<file path="config.mk">
export PLATFORM = sky130hd
export DESIGN_NAME = obstacle_scheduler
export DESIGN_NICKNAME = d
export VERILOG_FILES = /design/src/rtl/obstacle_scheduler.sv
export SDC_FILE = /design/constraint.sdc
export NUM_CORES = 1
export LEC_CHECK = 0
export ABC_CLOCK_PERIOD_IN_PS = 2260
export BUFFER_PORTS_ARGS = -buffer_cell sky130_fd_sc_hd__buf_2
export CORE_MARGIN = 5
export CORE_UTILIZATION = 58
export CTS_CLUSTER_DIAMETER = 60
export DETAILED_ROUTE_END_ITERATION = 12
export PLACE_DENSITY = 0.77
export SYNTH_ARGS = -nofsm -noshare
export SYNTH_HDL_FRONTEND = slang
export SYNTH_SLANG_ARGS = --single-unit
</file>
<file path="constraint.sdc">
create_clock -name clock -period 2.26 [get_ports clock]
set_input_delay 0.226 -clock clock [delete_from_list [all_inputs] [get_ports clock]]
set_output_delay 0.226 -clock clock [all_outputs]
set_load 0.02 [all_outputs]
</file>
<file path="src/rtl/obstacle_scheduler.sv">
// Obstacle field sequencer: per movement step erases, moves, spawns and redraws obstacle slots.
// Latency: the tick&step edge enters ERASE; the first draw request is presented one cycle later.
// Backpressure: one drawer request at a time, held stable until draw_ready; the pass stalls meanwhile.
module obstacle_scheduler #(
    parameter int         SLOTS     = 4,
    parameter logic [7:0] X_START   = 8'd159,
    parameter logic [5:0] SPAWN_GAP = 6'd40
) (
    input  logic             clock,
    input  logic             resetn,
    input  logic             enable,
    input  logic             tick,
    input  logic             step,
    input  logic [4:0]       rand_in,
    input  logic             draw_ready,
    output logic             draw_valid,
    output logic             draw_erase,
    output logic [7:0]       draw_x,
    output logic [1:0]       draw_lane,
    output logic [SLOTS-1:0] slot_active,
    output logic             busy,
    output logic             overrun
);

    localparam int IW = (SLOTS > 1) ? $clog2(SLOTS) : 1;

    typedef enum logic [2:0] {
        S_IDLE,
        S_ERASE,
        S_MOVE,
        S_SPAWN,
        S_DRAW
    } state_t;

    state_t           state;
    logic [7:0]       x_q    [SLOTS];
    logic [1:0]       lane_q [SLOTS];
    logic [SLOTS-1:0] active_q;
    logic [SLOTS-1:0] pending_q;   // slots still to be issued in the current ERASE/DRAW walk
    logic [6:0]       gap_q;

    logic             pend_any;
    logic [IW-1:0]    pend_idx;
    logic [SLOTS-1:0] pend_rest;
    logic             free_any;
    logic [IW-1:0]    free_idx;
    logic             spawn_ok;
    logic [SLOTS-1:0] spawn_active;

    assign slot_active = active_q;

    // Lowest pending slot (next request) and lowest free slot (spawn target).
    always_comb begin
        pend_any = 1'b0;
        pend_idx = '0;
        free_any = 1'b0;
        free_idx = '0;
        for (int i = SLOTS - 1; i >= 0; i--) begin
            if (pending_q[i]) begin
                pend_any = 1'b1;
                pend_idx = IW'(i);
            end
            if (!active_q[i]) begin
                free_any = 1'b1;
                free_idx = IW'(i);
            end
        end
    end

    // Remaining walk mask after issuing pend_idx, and occupancy after a possible spawn.
    always_comb begin
        pend_rest = pending_q;
        if (pend_any) begin
            pend_rest[pend_idx] = 1'b0;
        end
        spawn_ok     = (gap_q == 7'd0) && free_any;
        spawn_active = active_q;
        if (spawn_ok) begin
            spawn_active[free_idx] = 1'b1;
        end
    end

    // Pass sequencer with registered drawer interface and slot storage.
    always_ff @(posedge clock) begin
        if (!resetn) begin
            state      <= S_IDLE;
            active_q   <= '0;
            pending_q  <= '0;
            gap_q      <= {1'b0, SPAWN_GAP};
            draw_valid <= 1'b0;
            draw_erase <= 1'b0;
            draw_x     <= 8'd0;
            draw_lane  <= 2'd0;
            busy       <= 1'b0;
            overrun    <= 1'b0;
            for (int i = 0; i < SLOTS; i++) begin
                x_q[i]    <= 8'd0;
                lane_q[i] <= 2'd0;
            end
        end else begin
            overrun <= (state != S_IDLE) && tick && step;
            case (state)
                S_IDLE: begin
                    if (enable && tick && step) begin
                        state     <= S_ERASE;
                        busy      <= 1'b1;
                        pending_q <= active_q;
                    end
                end
                S_ERASE, S_DRAW: begin
                    // Advance only when nothing is outstanding or the drawer takes it now.
                    if (!draw_valid || draw_ready) begin
                        if (pend_any) begin
                            draw_valid <= 1'b1;
                            draw_erase <= (state == S_ERASE);
                            draw_x     <= x_q[pend_idx];
                            draw_lane  <= lane_q[pend_idx];
                            pending_q  <= pend_rest;
                        end else begin
                            draw_valid <= 1'b0;
                            draw_erase <= 1'b0;
                            draw_x     <= 8'd0;
                            draw_lane  <= 2'd0;
                            if (state == S_ERASE) begin
                                state <= S_MOVE;
                            end else begin
                                state <= S_IDLE;
                                busy  <= 1'b0;
                            end
                        end
                    end
                end
                S_MOVE: begin
                    // Obstacles at the left edge leave the field instead of wrapping.
                    for (int i = 0; i < SLOTS; i++) begin
                        if (active_q[i]) begin
                            if (x_q[i] == 8'd0) begin
                                active_q[i] <= 1'b0;
                            end else begin
                                x_q[i] <= x_q[i] - 8'd1;
                            end
                        end
                    end
                    if (gap_q != 7'd0) begin
                        gap_q <= gap_q - 7'd1;
                    end
                    state <= S_SPAWN;
                end
                S_SPAWN: begin
                    // With all slots full the gap stays at zero so the next pass retries.
                    if (spawn_ok) begin
                        x_q[free_idx]    <= X_START;
                        lane_q[free_idx] <= rand_in[1:0];
                        gap_q            <= {1'b0, SPAWN_GAP} + {4'b0000, rand_in[4:2]};
                    end
                    active_q  <= spawn_active;
                    pending_q <= spawn_active;
                    state     <= S_DRAW;
                end
                default: begin
                    state <= S_IDLE;
                    busy  <= 1'b0;
                end
            endcase
        end
    end

endmodule

</file>
==> impl_metrics.ini, run 1 <==
[worst_setup_path]
timing.rr.start = state[0]
arrival_ns = 2.27
cp.required_ns = 2.51
slowest_delay_ns = 0.54
path_max_fanout = 10
criticalPathCategory = reg -> reg
crit_path_start_kind = flip-flop
slowest_stage = dfxtp_1
cp-startpoint = state[0]
crit_chain = and3b_1 -> nand4_1 -> buf_4 -> a21oi_1 -> mux2_2
critPathCaptureType = flip-flop

[synth]
syn_area_per_cell_um2 = 8.79
synth_flop_cell = dfxtp_1
async_flop_share_pct = 0
ys_types = 76
syn_inst = 464
ys_seq_elements = 72
syn_area_mm2 = 0.00408
yosysWarnings = 0
netlist.area_leader.share_pct = 31.4
yosysTopAreaCell = dfxtp_1
synth_nets = 484
synth_edf_count = 8
synth.yosys.seq_area_share_pct = 37.3
synthTopCellsByArea = dfxtp_1 31%, a21oi_1 6.1%, edfxtp_1 5.9%

[timing]
hold_viol = 0
max_freq_mhz = 495
final-setup-viol-count = 0
relSlewSlack_pct = 61.7
finClkSkew_ns = 0.0115
tightest_slew_ns = 0.570
hold_ws_ns = 0.131
fin_crit_sh_pct = 89.3
period_minus_slack_ns = 2.02
setup_ws_ns = 0.242
finalSetupTns_ns = 0
rsz0062_at_grt = no
slew_violations = 0

[route]
dr.pass1.iters = 5
vias_per_cell = 6.19
topRoutingLayerUsed = met4
drt_iter0_drc = 202
vias = 3687
antenna_left = 0
drt-met1-wl_um = 4570
routed_wl_um = 10100
met3_wirelength_um = 606
drc_errors = 0
wl_met2_um = 4630
routedWlPerCell_um = 16.9

[floorplan]
rows = 30
start_util_pct = 59.7
coreArea_mm2 = 0.00683
ios = 29
dieArea_mm2 = 0.00881
die_x_um = 93.8
die_h_um = 93.8

[worst_hold_path]
min_path_type = in -> reg
worstHoldStart = step

[layout]
fin_nets = 515
area_growth_pct = 12.6
drive_above_1_share_pct = 18.2
fin_util_pct = 67.2
antenna_cells = 0
most-common-layout-cells = 64 x dfxtp_1, 50 x a21oi_1, 48 x nand2_1
final_common_cell = dfxtp_1

[clock_network]
clkSinkCount = 72
cts_tree = yes
worstSkewPairLatency_ns = 0.36
ctsHtreeMaxLevel = 3
root_buffer = clkbuf_8
cts_buffers = 9
clock_path_buffers = 2
ctsHoldBuffers = 0
clk_pin_slew_ns = 0.07

[global_route]
grt_pass1_vias = 3390
grtUsageTotal_pct = 23.8
grt_first_pass_wirelength_um = 16600
antenna_found_initial = 0
grt_overflow_total = 0
grt_start_max_net_pins = 44

[power]
peakVddDrop_v = 0.000287
p_leak_uw = 0.00160
power_density_mw_per_mm2 = 611

[job]
maxCapViolations = 0

[status]
outcome = complete, no violations

[place]
io_buffers = 28
dp_hpwl_um = 7300
place_congestion = 0.884
dp_slack_ns = 0.178
[through the flow]
stage	instances	power [µW]	instance area, µm²
2_1_floorplan	464	1580	4080
3_3_place_gp	580	1670	4360
3_5_place_dp	580	1670	4360
4_1_cts	596	2800	4580
5_1_grt	596	2910	4590
6_report	596	2810	4590
[cells by family after synthesis]
logic type | Yosys count | synth area share [%]
AO/OA/AOI/OAI | 137 | 24.8
XOR/XNOR | 15 | 3.22
adder cells (fa/ha/maj) | 9 | 2.76
buffers and inverters | 48 | 5.15
flip-flops | 72 | 37.3
multiplexers | 10 | 2.58
AND/OR/NAND/NOR | 173 | 24.2
[path summary, 6_finish.rpt]
kind	to	slack, ns	cells past startpoint
max	gap_q[5]	0.24	5
min	overrun	0.13	3
max reg2reg	gap_q[5]	0.24	5
min reg2reg	draw_x[6]	0.45	2
[worst max-delay path: cells and delay by family, from the launching register on]
kind	cells	cell delay (ns)
flops	1	0.54
mux	1	0.34
buf+inv	1	0.23
compound gates	1	0.15
simple gates	2	0.66
[synth_stat cells, types with 3 or more instances]
| cell | number |
|---|---|
| edfxtp_1 | 8 |
| or4_1 | 6 |
| nand4_1 | 10 |
| a22oi_1 | 3 |
| nand3b_1 | 4 |
| o2111ai_1 | 9 |
| nor2_1 | 32 |
| nor3_1 | 9 |
| nor3b_1 | 3 |
| o21ai_0 | 7 |
| nand3_1 | 8 |
| xor2_1 | 8 |
| dfxtp_1 | 64 |
| clkbuf_1 | 19 |
| a21o_1 | 4 |
| o21a_1 | 5 |
| nand2_1 | 48 |
| ha_1 | 9 |
| o41ai_1 | 4 |
| nor4_1 | 6 |
| a21oi_1 | 50 |
| o21bai_1 | 4 |
| a221oi_1 | 6 |
| a31oi_1 | 4 |
| buf_2 | 6 |
| mux2i_1 | 6 |
| or3_1 | 6 |
| mux2_2 | 3 |
| inv_1 | 18 |
| o31a_1 | 3 |
| a221o_1 | 3 |
| nand2b_1 | 15 |
| o22ai_1 | 4 |
| o31ai_1 | 4 |
| o211ai_1 | 11 |
| xnor2_1 | 7 |
[what timing repair did]
item	4_1_cts	5_1_grt
setup buffers	0	0
endpoints found under the hold margin	0	0
resized for setup	0	2
endpoints found under the setup margin	0	8
[final cells by class]
cell class                 count  area [µm²]
tap                           96         120
inverter                      19        71.3
clock buffer                  12         176
timing repair buffer          49         298
sequential                    72        1520
fill                         576        2240
clock inverter                 4        48.8
multi-input combinational    344        2360
[report_power, final]
| group | switching [µW] | leakage [µW] | internal, µW |
|---|---|---|---|
| sequential | 40.4 | 0.000599 | 1320 |
| clock | 514 | 0.000117 | 636 |
| combinational | 176 | 0.000886 | 125 |
| total | 731 | 0.00160 | 2080 |
[per-layer routing]
layer  vias up  track usage, %
li1       1791               -
met1      1748            31.6
met2       124            37.4
met3        24            4.25
met4         0            11.0
met5         -               0
[state kept, by name, summed over array words and instances, names as in the netlist]
register,count
busy,1
draw_erase,1
draw_lane,2
draw_valid,1
draw_x,8
gap_q,7
lane_q,8
overrun,1
pending_q,4
slot_active,4
state,3
x_q,32
(Power assumes the default switching activity.)
==> run 2, diff against run 1 <==
--- a/config.mk
+++ b/config.mk
@@ -6,4 +6,5 @@
 export NUM_CORES = 1
 export LEC_CHECK = 0
+export ABC_AREA = 1
 export ABC_CLOCK_PERIOD_IN_PS = 2260
 export BUFFER_PORTS_ARGS = -buffer_cell sky130_fd_sc_hd__buf_2
==> constraint.sdc (replaced) <==
create_clock -name clock -period 2.26 [get_ports clock]
set_input_delay 0.226 -clock clock [delete_from_list [all_inputs] [get_ports clock]]
set_output_delay 0.226 -clock clock [all_outputs]
set_load 0.005 [all_outputs]
==> run 2 against run 1 <==
  * Via count rose by 7.8%
  * Non-clock buffer count fell by 14
  * Count of clock-buffer cells in the layout fell by 1
  * Global-route usage fell by 0.12 points
  * Clock skew fell by 0.0015 ns
  * Clock power fell by 13%
  * Routed wire length did not move
  * Combinational power fell by 4%
  * Critical path type unchanged
  * Highest routed layer unchanged
==> impl_metrics.ini, run 2 <==
[status]
outcome = complete, no violations

[power]
p_clk_share_pct = 38.0
p_sw_uw = 690
total_power_uw = 2620
switching_share_pct = 26.3
p_comb_share_pct = 11.1
power_density_mw_per_mm2 = 567
p_leak_uw = 0.00212
internal_power_uw = 1930
peakVddDrop_v = 0.000349
seq_power_share_pct = 50.9

[worst_setup_path]
slowest_delay_ns = 0.32
crit_chain = inv_1 -> ha_1 -> nand2_1 -> nor2_4 -> o21ai_2 -> nor2_2 -> nand2_2 -> nor2_4 -> nand2_1 -> nand2_1
path_common_cell = nand2_1
cp-startpoint = gap_q[0]
cp.required_ns = 2.31
reg2reg_depth = 10
criticalPathCategory = reg -> reg
path_delay_family = simple AND/OR/NAND/NOR gates
cp-endpoint = lane_q[1][0]
r2r-end = lane_q[1][0]
path_max_fanout = 7
crit_path_start_kind = flip-flop
timing.rr.start = gap_q[0]
cp_num_cells = 10
arrival_ns = 2.04
path_buf_inv = 1
reg2reg_slack_ns = 0.27
critPathCaptureType = flip-flop
slowest_stage = dfxtp_1

[layout]
area_growth_pct = 10.6
regMostFlops = x_q
multi_input_area_mm2 = 0.00232
drive_above_1_share_pct = 15.9
fillers = 671
largest_reg_flops = 32
fin_util_pct = 64.9
ff_latch_area_mm2 = 0.00152
final_common_cell = nand2_1
antenna_cells = 0
final_area_mm2 = 0.00463
largestRegisters = x_q x32, draw_x x8, lane_q x8
most-common-layout-cells = 179 x nand2_1, 73 x nand3_1, 64 x dfxtp_1
fin_nets = 669

[clock_network]
ctsHtreeMaxLevel = 3
post-cts-setup-buffers = 0
cts_buffers = 9
worstSkewPairLatency_ns = 0.34
cts_tree = yes
clock_path_buffers = 2
cts_resized = 0
ctsHoldBuffers = 0
root_buffer = clkbuf_8
clkSinkCount = 72
clk_pin_slew_ns = 0.08

[timing]
final-setup-viol-count = 0
period_minus_slack_ns = 1.99
rsz0062_at_grt = no
finalSetupTns_ns = 0
hold_ws_ns = 0.125
max_freq_mhz = 502
relSlewSlack_pct = 45.9
fin_crit_sh_pct = 88.2
tightest_slew_ns = 0.806
finClkSkew_ns = 0.0101
hold_viol = 0
slew_violations = 0

[floorplan]
start_util_pct = 58.6
dieArea_mm2 = 0.00901
coreArea_mm2 = 0.00714
rows = 31
die_h_um = 94.9
ios = 29
die_x_um = 94.9

[global_route]
grt_overflow_total = 0
antenna_found_initial = 0
grt_pass1_vias = 3643
use_met1_pct = 30.9
gr-usage-met3_pct = 4.54
grt-busiest-layer = met2
grtUsageTotal_pct = 23.7
grtUsageMet2_pct = 38.9
grt_first_pass_wirelength_um = 16800
grt_start_max_net_pins = 19

[synth]
synth_edf_count = 8
synth_common_cells = 179 x nand2_1, 73 x nand3_1, 64 x dfxtp_1, 62 x inv_1, 50 x nor2_1
ys_types = 38
synth_flop_cell = dfxtp_1
syn_inst = 616
syn_area_per_cell_um2 = 6.79
synth_top_family_by_area = simple AND/OR/NAND/NOR gates
synth_nets = 636
synthTopCellsByArea = dfxtp_1 31%, nand2_1 16%, nand3_1 8.7%
synth-simple-area-share_pct = 38.0
async_flop_share_pct = 0
netlist.area_leader.share_pct = 30.6
ys_seq_elements = 72
synth.most_common_cell = nand2_1
yosys.area_share.xor_xnor_pct = 4.81
yosysTopAreaCell = dfxtp_1
synthMuxAreaShare_pct = 0
synth_compound_area_share_pct = 9.96
yosysWarnings = 0
syn_area_mm2 = 0.00418
synthAdderAreaFrac_pct = 2.69
synth.yosys.seq_area_share_pct = 36.4

[job]
maxCapViolations = 0

[place]
place_congestion = 0.939
dp_hpwl_um = 7550
place_area_mm2 = 0.00444
io_buffers = 28

[route]
dr.pass1.iters = 5
routed_wl_um = 10100
antenna_left = 0
routedWlPerCell_um = 13.4
vias_per_cell = 5.28
drc_errors = 0
drt_iter0_drc = 228
vias = 3973

[worst_hold_path]
min_path_type = in -> reg
run 2: cell types whose count changed after synthesis, sizes merged, moves of 7 or more:
cell | before | now
nor2 | 32 | 67
o21ai | 8 | 20
nand2b | 15 | 0
nand2 | 48 | 190
inv | 18 | 76
o2111ai | 10 | 0
a21oi | 50 | 40
or4 | 7 | 0
xor2 | 8 | 22
nor3 | 11 | 4
clkbuf | 19 | 9
nand3 | 9 | 76
run 2: worst min-delay path by stage:
stage                     slack [ns]      start         to  cells after the start
after floorplan                 0.36     resetn   gap_q[0]                      2
after global placement          0.45  draw_x[5]  draw_x[5]                      2
after detailed placement        0.45  draw_x[0]  draw_x[0]                      2
after CTS                       0.12       tick    overrun                      3
after global routing            0.14       tick    overrun                      3
final                           0.13       tick    overrun                      3
run 2: final cells by class:
class                           count  area share, %
Tap cell                           99           2.68
Timing Repair Buffer               35           4.16
Inverter                           76           6.16
Multi-Input combinational cell    455           50.1
Clock inverter                      4          0.973
Sequential cell                    72           32.9
Clock buffer                       11           3.05
run 2: through the flow:
step                std cells  worst slack (ns)
floorplan                 616             0.498
global placement          737             0.401
detailed placement        737             0.301
CTS                       752             0.275
global route              752             0.151
finish                    752             0.267
run 2: cell families after synthesis:
family / count (synthesis)
AO/OA/AOI/OAI: 71
XOR/XNOR: 23
adder cells (fa/ha/maj): 9
buffers and inverters: 89
flip-flops: 72
AND/OR/NAND/NOR: 352
run 2: power groups by stage:
stage | sequential, µW | combinational [µW] | clock [µW]
after global routing | 1340 | 328 | 1050
after detailed placement | 1370 | 287 | 0
after global placement | 1360 | 279 | 0
after CTS | 1340 | 289 | 1010
final | 1340 | 290 | 997
after floorplan | 1360 | 220 | 0
run 2: worst reg2reg max path, delay by kind of cell (launching register included):
family / cells / cell delay (ns)
compound gates: 1 / 0.10
buf+inv: 1 / 0.10
fa+ha+maj: 1 / 0.22
flops: 1 / 0.32
simple gates: 7 / 0.96
run 2: layer usage:
layer / part of all wire [%] / up-vias
met2: 48 / 106
met5: 0 / -
met4: 2.0 / 0
li1: - / 2037
met1: 46 / 1816
met3: 4.9 / 14
